<file path="config.mk">
export PLATFORM = sky130hd
export DESIGN_NAME = mmio_parallel_port_flat
export DESIGN_NICKNAME = d
export VERILOG_FILES = /design/src/rtl/mmio_parallel_port_pkg.sv /design/src/rtl/mmio_parallel_port_if.sv /design/src/rtl/in_sync_edge.sv /design/src/rtl/mmio_parallel_port.sv /design/src/flat_wrapper.sv
export SDC_FILE = /design/constraint.sdc
export NUM_CORES = 1
export LEC_CHECK = 0
export ABC_AREA = 1
export BUFFER_PORTS_ARGS = -buffer_cell sky130_fd_sc_hd__buf_2
export CAP_MARGIN = 20
export CORE_UTILIZATION = 56
export DETAILED_ROUTE_END_ITERATION = 16
export PLACE_DENSITY = 0.8
export SYNTH_ARGS = -nofsm -noshare
export SYNTH_HDL_FRONTEND = slang
export SYNTH_HIERARCHICAL = 1
export SYNTH_SLANG_ARGS = --single-unit
</file>
<file path="constraint.sdc">
create_clock -name clk -period 2.3 [get_ports clk]
set_input_delay 0.575 -clock clk [delete_from_list [all_inputs] [get_ports clk]]
set_output_delay 0.575 -clock clk [all_outputs]
set_load 0.005 [all_outputs]
</file>
<file path="src/rtl/mmio_parallel_port_pkg.sv">
// Shared definitions for the memory-mapped parallel port: default parameters,
// register-window offsets and the address-offset decoder.
package mmio_parallel_port_pkg;

  localparam int PIO_DATA_W    = 8;
  localparam int PIO_ADDR_W    = 8;
  localparam int PIO_N_OUT     = 4;
  localparam int PIO_N_IN      = 4;
  localparam int PIO_BASE_ADDR = 'hF0;

  typedef enum logic [2:0] {
    REG_NONE,
    REG_OUT,
    REG_IN,
    REG_STATUS,
    REG_MASK
  } reg_kind_e;

  function automatic int pio_ofs_out0();
    return 0;
  endfunction

  function automatic int pio_ofs_in0(input int n_out);
    return n_out;
  endfunction

  function automatic int pio_ofs_status(input int n_out, input int n_in);
    return n_out + n_in;
  endfunction

  function automatic int pio_ofs_mask(input int n_out, input int n_in);
    return n_out + n_in + 1;
  endfunction

  function automatic int pio_win_size(input int n_out, input int n_in);
    return n_out + n_in + 2;
  endfunction

  // Classifies a window offset; anything past MASK is outside the window.
  function automatic reg_kind_e pio_decode(input int off, input int n_out, input int n_in);
    if (off < pio_ofs_in0(n_out))                 return REG_OUT;
    else if (off < pio_ofs_status(n_out, n_in))   return REG_IN;
    else if (off == pio_ofs_status(n_out, n_in))  return REG_STATUS;
    else if (off == pio_ofs_mask(n_out, n_in))    return REG_MASK;
    else                                          return REG_NONE;
  endfunction

endpackage

</file>
<file path="src/rtl/mmio_parallel_port_if.sv">
// Core data-bus slice seen by the parallel port: store path, load path and
// the DataMem read data that is passed through outside the window.
interface mmio_parallel_port_if #(
  parameter int DATA_W = 8,
  parameter int ADDR_W = 8
);

  logic              we;
  logic [ADDR_W-1:0] addr;
  logic [DATA_W-1:0] wdata;
  logic [DATA_W-1:0] mem_rdata;
  logic [DATA_W-1:0] rdata;
  logic              hit;

  modport master (
    output we, addr, wdata, mem_rdata,
    input  rdata, hit
  );

  modport slave (
    input  we, addr, wdata, mem_rdata,
    output rdata, hit
  );

endinterface

</file>
<file path="src/rtl/in_sync_edge.sv">
// One input channel: two-flop synchroniser, previous-value register and a
// combinational change indication (s2 differs from the value one edge earlier).
module in_sync_edge #(
  parameter int DATA_W = 8
) (
  input  logic              clk,
  input  logic              rst,
  input  logic [DATA_W-1:0] i_async,
  output logic [DATA_W-1:0] o_sync,
  output logic              o_changed
);

  logic [DATA_W-1:0] r_s1;
  logic [DATA_W-1:0] r_s2;
  logic [DATA_W-1:0] r_prev;

  always_ff @(posedge clk or negedge rst) begin
    if (!rst) begin
      r_s1   <= '0;
      r_s2   <= '0;
      r_prev <= '0;
    end else begin
      r_s1   <= i_async;
      r_s2   <= r_s1;
      r_prev <= r_s2;
    end
  end

  assign o_sync    = r_s2;
  assign o_changed = (r_s2 != r_prev);

endmodule

</file>
<file path="src/rtl/mmio_parallel_port.sv">
// Memory-mapped multi-channel parallel I/O port: output registers with write
// strobes, synchronised inputs with W1C change flags, interrupt mask and irq.
module mmio_parallel_port
  import mmio_parallel_port_pkg::*;
#(
  parameter int DATA_W    = PIO_DATA_W,
  parameter int ADDR_W    = PIO_ADDR_W,
  parameter int N_OUT     = PIO_N_OUT,
  parameter int N_IN      = PIO_N_IN,
  parameter int BASE_ADDR = PIO_BASE_ADDR
) (
  input  logic                    clk,
  input  logic                    rst,
  mmio_parallel_port_if.slave     bus,
  input  logic [N_IN*DATA_W-1:0]  data_in,
  output logic [N_OUT*DATA_W-1:0] data_out,
  output logic [N_OUT-1:0]        out_strobe,
  output logic                    irq
);

  localparam int WIN        = pio_win_size(N_OUT, N_IN);
  localparam int OFS_OUT0   = pio_ofs_out0();
  localparam int OFS_IN0    = pio_ofs_in0(N_OUT);

  localparam logic [ADDR_W-1:0] BASE_L = ADDR_W'(BASE_ADDR);
  localparam logic [ADDR_W-1:0] LAST_L = ADDR_W'(BASE_ADDR + WIN - 1);

  if (N_IN < 1 || N_IN > DATA_W) begin : g_bad_n_in
    $error("mmio_parallel_port: N_IN must be in 1..DATA_W");
  end
  if (N_OUT < 1 || N_OUT > 8) begin : g_bad_n_out
    $error("mmio_parallel_port: N_OUT must be in 1..8");
  end
  if (BASE_ADDR + WIN - 1 > (1 << ADDR_W) - 1) begin : g_bad_window
    $error("mmio_parallel_port: register window wraps past the top of the address space");
  end

  logic              w_hit;
  logic              w_wr;
  logic [ADDR_W-1:0] w_offset;
  reg_kind_e         w_kind;
  logic [N_OUT-1:0]  w_out_wr;
  logic              w_status_wr;
  logic              w_mask_wr;
  logic [DATA_W-1:0] w_rdata;

  assign w_hit    = (bus.addr >= BASE_L) && (bus.addr <= LAST_L);
  assign w_offset = bus.addr - BASE_L;
  assign w_kind   = w_hit ? pio_decode(int'(w_offset), N_OUT, N_IN) : REG_NONE;
  assign w_wr     = bus.we && w_hit;

  // NOTE: every combinational output gets a default first so no path leaves it unassigned (no latch).
  always_comb begin
    w_out_wr = '0;
    for (int i = 0; i < N_OUT; i++) begin
      w_out_wr[i] = w_wr && (w_kind == REG_OUT) && (w_offset == ADDR_W'(OFS_OUT0 + i));
    end
  end

  assign w_status_wr = w_wr && (w_kind == REG_STATUS);
  assign w_mask_wr   = w_wr && (w_kind == REG_MASK);

  logic [DATA_W-1:0] w_out_q [N_OUT];

  for (genvar i = 0; i < N_OUT; i++) begin : g_out
    logic [DATA_W-1:0] r_data;
    logic              r_stb;

    // NOTE: state is updated with non-blocking assignments and cleared by the async reset, including mid-write.
    always_ff @(posedge clk or negedge rst) begin
      if (!rst) begin
        r_data <= '0;
        r_stb  <= 1'b0;
      end else begin
        r_stb <= w_out_wr[i];
        if (w_out_wr[i]) r_data <= bus.wdata;
      end
    end

    assign w_out_q[i]                    = r_data;
    assign data_out[i*DATA_W +: DATA_W]  = r_data;
    assign out_strobe[i]                 = r_stb;
  end

  logic [DATA_W-1:0] w_in_q [N_IN];
  logic [N_IN-1:0]   w_changed;

  for (genvar j = 0; j < N_IN; j++) begin : g_in
    in_sync_edge #(
      .DATA_W (DATA_W)
    ) u_sync (
      .clk       (clk),
      .rst       (rst),
      .i_async   (data_in[j*DATA_W +: DATA_W]),
      .o_sync    (w_in_q[j]),
      .o_changed (w_changed[j])
    );
  end

  logic [N_IN-1:0] r_status;
  logic [N_IN-1:0] r_mask;
  logic [N_IN-1:0] w_clr;

  assign w_clr = w_status_wr ? bus.wdata[N_IN-1:0] : '0;

  // A change detected on the same edge as a W1C of that bit keeps the flag set.
  always_ff @(posedge clk or negedge rst) begin
    if (!rst) begin
      r_status <= '0;
      r_mask   <= '0;
    end else begin
      r_status <= (r_status & ~w_clr) | w_changed;
      if (w_mask_wr) r_mask <= bus.wdata[N_IN-1:0];
    end
  end

  assign irq = |(r_status & r_mask);

  always_comb begin
    w_rdata = bus.mem_rdata;
    case (w_kind)
      REG_OUT: begin
        for (int i = 0; i < N_OUT; i++) begin
          if (w_offset == ADDR_W'(OFS_OUT0 + i)) w_rdata = w_out_q[i];
        end
      end
      REG_IN: begin
        for (int j = 0; j < N_IN; j++) begin
          if (w_offset == ADDR_W'(OFS_IN0 + j)) w_rdata = w_in_q[j];
        end
      end
      REG_STATUS: w_rdata = DATA_W'(r_status);
      REG_MASK:   w_rdata = DATA_W'(r_mask);
      default:    w_rdata = bus.mem_rdata;
    endcase
  end

  assign bus.rdata = w_rdata;
  assign bus.hit   = w_hit;

endmodule

</file>
<file path="src/flat_wrapper.sv">
// flat-port wrapper written by rule: the top's interface ports become plain ports
module mmio_parallel_port_flat import mmio_parallel_port_pkg::*;
#(
  parameter int DATA_W    = PIO_DATA_W,
  parameter int ADDR_W    = PIO_ADDR_W,
  parameter int N_OUT     = PIO_N_OUT,
  parameter int N_IN      = PIO_N_IN,
  parameter int BASE_ADDR = PIO_BASE_ADDR
)
  (clk, rst, data_in, data_out, out_strobe, irq, bus_we, bus_addr, bus_wdata, bus_mem_rdata, bus_rdata, bus_hit);
  mmio_parallel_port_if #(.DATA_W(DATA_W), .ADDR_W(ADDR_W)) bus_i ();
  input  logic clk;
  input  logic rst;
  input  logic [N_IN*DATA_W-1:0] data_in;
  output logic [N_OUT*DATA_W-1:0] data_out;
  output logic [N_OUT-1:0] out_strobe;
  output logic irq;
  input wire logic [$bits(bus_i.we)-1:0] bus_we;
  input wire logic [$bits(bus_i.addr)-1:0] bus_addr;
  input wire logic [$bits(bus_i.wdata)-1:0] bus_wdata;
  input wire logic [$bits(bus_i.mem_rdata)-1:0] bus_mem_rdata;
  output wire logic [$bits(bus_i.rdata)-1:0] bus_rdata;
  output wire logic [$bits(bus_i.hit)-1:0] bus_hit;
  assign bus_i.we = bus_we;
  assign bus_i.addr = bus_addr;
  assign bus_i.wdata = bus_wdata;
  assign bus_i.mem_rdata = bus_mem_rdata;
  assign bus_rdata = bus_i.rdata;
  assign bus_hit = bus_i.hit;
  mmio_parallel_port #(.DATA_W(DATA_W), .ADDR_W(ADDR_W), .N_OUT(N_OUT), .N_IN(N_IN), .BASE_ADDR(BASE_ADDR)) u_core (.clk(clk), .rst(rst), .bus(bus_i), .data_in(data_in), .data_out(data_out), .out_strobe(out_strobe), .irq(irq));
endmodule
</file>
==> flow_summary_export.csv <==
group,metric,value,unit
cts,cts_max_level,4,
yosys,yosysTopAreaCell,"dfrtp_1",
yosys,synthTopCellsByArea,"dfrtp_1 (58%), nand2_1 (9.5%), inv_1 (4.4%)",
detailed_routing,drc,0,
floorplan,pin_count,105,
yosys,syn_area_per_cell,9.56,sq um
detailed_routing,wl_per_cell,15.9,um
sta,finalCriticalPeriod,2.53,ns
placement,post-place-ws,-0.288,ns
floorplan,dieHeight,105,um
pwr,power_density,724,nW/um^2
sta,rsz0062_at_grt,"yes",
yosys,yosysWarningCount,6,
sta,timing.fmax,395,MHz
final_layout,drive_above_1_share,0.342,
floorplan,core,10400,sq um
cts,clk_pin_slew_worst_paths,0.06,ns
cts,cts_tree,"yes",
detailed_routing,antenna_left,0,
sta,min_period_over_period,1.10,
final_layout,fin_nets,850,
yosys,netlist_area,6000,sq um
critical_path,worst-endpoint-arrival,1.96,ns
status,status,"complete, but fails checks",
grt,top_usage_layer,"met2",
placement,gp_congestion,0.889,
yosys,synth_nets,686,
critical_path,crit_path_start_kind,"input port",
grt,use_met2,0.503,
grt,grtUsageMet3,0.0594,
yosys,synth-async-reset-ratio,1.00,
yosys,synth_edf_count,0,
yosys,synth_seq_cells,140,
cts,clockRootBuffer,"clkbuf_8",
detailed_routing,vias,4888,
grt,grt_pass1_vias,4971,
sta,worst-slew-pin-transition,0.331,ns
yosys,synthTopCellsByCount,"nand2_1 (151), dfrtp_1 (140), inv_1 (71)",
detailed_routing,drt_iter0_drc,271,
grt,grtUsageTotal,0.292,
final_layout,area_growth,32.0,%
critical_path,cp.required,1.73,ns
sta,max_slew_margin,0.779,
yosys,ys_types,35,
sta,hold_viol_final,0,
critical_path,crit_chain,"buf_8, nand2_4, nor2_4, buf_12, buf_8, buf_6, and3_4, buf_6, nand2_1, o21ai_1, o21bai_1, nand2_1, buf_2",
run,cap_violations,0,
detailed_routing,drtPass1Iterations,5,
pwr,vdd_drop_max,0.794,mV
yosys,synth_most_common_cell,"nand2_1",
sta,setup_viol,8,
critical_path,slowest_stage,"o21bai_1",
placement,portBuffers,104,
critical_path,worst_setup_path_end_kind,"output port",
yosys,syn_inst,627,
critical_path,crit_type,"in2out",
detailed_routing,wirelength,15000,um
sta,finClkSkew,0.00764,ns
sta,final.setup.worst_slack,-0.232,ns
critical_path,critPathMaxFanout,8,
critical_path,cpPeakStageDelay,0.19,ns
floorplan,rows,37,
grt,grt_util_met1,0.342,
grt,grt_overflow,0,
hold_path,hp-class,"in2reg",
detailed_routing,viasPerCell,5.20,
floorplan,die_w,105,um
cts,clk_path_buf_depth,2,
yosys,synth-seq-area-share,0.584,
grt,grt_pass1_wl,24200,um
cts,clock_latency,0.52,ns
sta,setup_tns,-1.56,ns
floorplan,initial_utilization,0.578,
placement,dp.final_hpwl,10700,um
grt,antenna_found_initial,1,
cts,cts_sinks,140,
grt,grt_max_degree,49,
floorplan,die_area,11100,sq um
sta,slew_viol_final,0,
yosys,ys.flop_type,"dfrtp_1",
yosys,netlist.area_leader.share,0.584,
cts,cts_buffers,17,
status,violations,"setup timing",
pwr,leakage,0.00415,uW
## per-layer routing
layer  vias up  wire length (um)
met3        53               755
li1       2311                 -
met4         0               552
met5         -                 0
met1      2344              6000
met2       180              7670
## state kept, by name, indices dropped and copies added (netlist names)
signal                     cells
u_core/g_out.r_stb             4
u_core/r_status                4
u_core/g_in.u_sync/o_sync     32
u_core/g_out.r_data           32
u_core/g_in.u_sync/r_s1       32
u_core/g_in.u_sync/r_prev     32
u_core/r_mask                  4
## stage by stage
step / cells / cell area, sq um / util / hold WS, ns / total power, uW
floorplan: 627 / 6000 / - / 0.279 / 2800
global placement: 900 / 7000 / 0.675 / 0.332 / 3000
detailed placement: 900 / 7000 / 0.675 / 0.336 / 3020
CTS: 938 / 7840 / 0.756 / 0.130 / 5780
global route: 939 / 7920 / 0.763 / 0.133 / 5940
finish: 940 / 7920 / 0.764 / 0.153 / 5740
## layout make-up
type | instances | area (sq um)
clock inverter | 8 | 131
inverter | 77 | 299
tap | 136 | 170
timing repair buffer | 163 | 1120
clock buffer | 23 | 467
fill | 682 | 2450
antenna | 1 | 2.50
sequential | 140 | 3500
multi-input combinational | 392 | 2230
## critical path, delay by kind of cell
family	cells	cell delay [ns]
simple gates	5	0.38
compound gates	2	0.25
buf+inv	6	0.75
## placed cells by master, fill, tap and decap left out, types with 2 or more instances in the layout
cell type,synthesis,final
inv_1,71,71
buf_8,1,4
clkbuf_1,1,3
mux2_2,6,6
nor2_1,48,45
buf_4,11,47
nor2_2,7,8
clkbuf_16,0,16
inv_2,4,2
inv_4,2,4
dfrtp_1,140,140
nor2_4,8,10
bufinv_16,0,3
nand2_8,1,3
a31oi_1,4,4
mux2_1,2,2
a21oi_1,25,17
nand3_1,38,35
nand3_2,3,6
buf_2,4,96
o22ai_1,3,3
clkinvlp_4,0,2
buf_12,0,5
buf_6,2,10
inv_6,0,2
o21ai_0,31,22
nand2_4,4,6
o21ai_2,0,7
o21ai_1,5,7
o21bai_1,8,8
clkbuf_8,0,4
nand4_1,9,9
nand2_2,5,16
xnor2_1,20,20
nand2_1,151,137
nor3_1,4,4
a21oi_2,4,12
## cells by family after synthesis
group                     synth area share
muxes                               0.0150
buffers and inverters               0.0730
xor gates and xnor gates            0.0292
DFF                                  0.584
AOI/OAI and AO/OA                   0.0741
and+or+nand+nor                      0.224
## path summary, 6_finish.rpt
check / endpoint / cells past startpoint / from / slack, ns
max: bus_rdata[4] / 13 / bus_addr[7] / -0.23
min: u_core/g_in[3].u_sync/r_s1[1]$_DFF_PN0_ / 1 / data_in[25] / 0.15
max reg2reg: u_core/r_status[3]$_DFF_PN0_ / 5 / u_core/g_in[3].u_sync/o_sync[2]$_DFF_PN0_ / 0.94
min reg2reg: u_core/g_in[1].u_sync/o_sync[6]$_DFF_PN0_ / 0 / u_core/g_in[1].u_sync/r_s1[6]$_DFF_PN0_ / 0.35
max in group asynchronous: u_core/g_in[1].u_sync/o_sync[0]$_DFF_PN0_ / 3 / rst / 1.23
min in group asynchronous: u_core/r_mask[2]$_DFFE_PN0P_ / 2 / rst / 0.52
## where the power goes
group / switching, uW / internal (uW) / leakage (uW)
clock network: 968 / 1740 / 0.000285
registers: 60.0 / 2550 / 0.00163
logic: 241 / 174 / 0.00224
## what timing repair did
item	CTS	global route
hold buffers	1	0
hold endpoints to repair	32	0
gates resized for setup	56	20
gates cloned	1	0
endpoints found under the setup margin	8	8
buffers inserted	5	1
pin swaps	17	20
(Power assumes the default switching activity.)
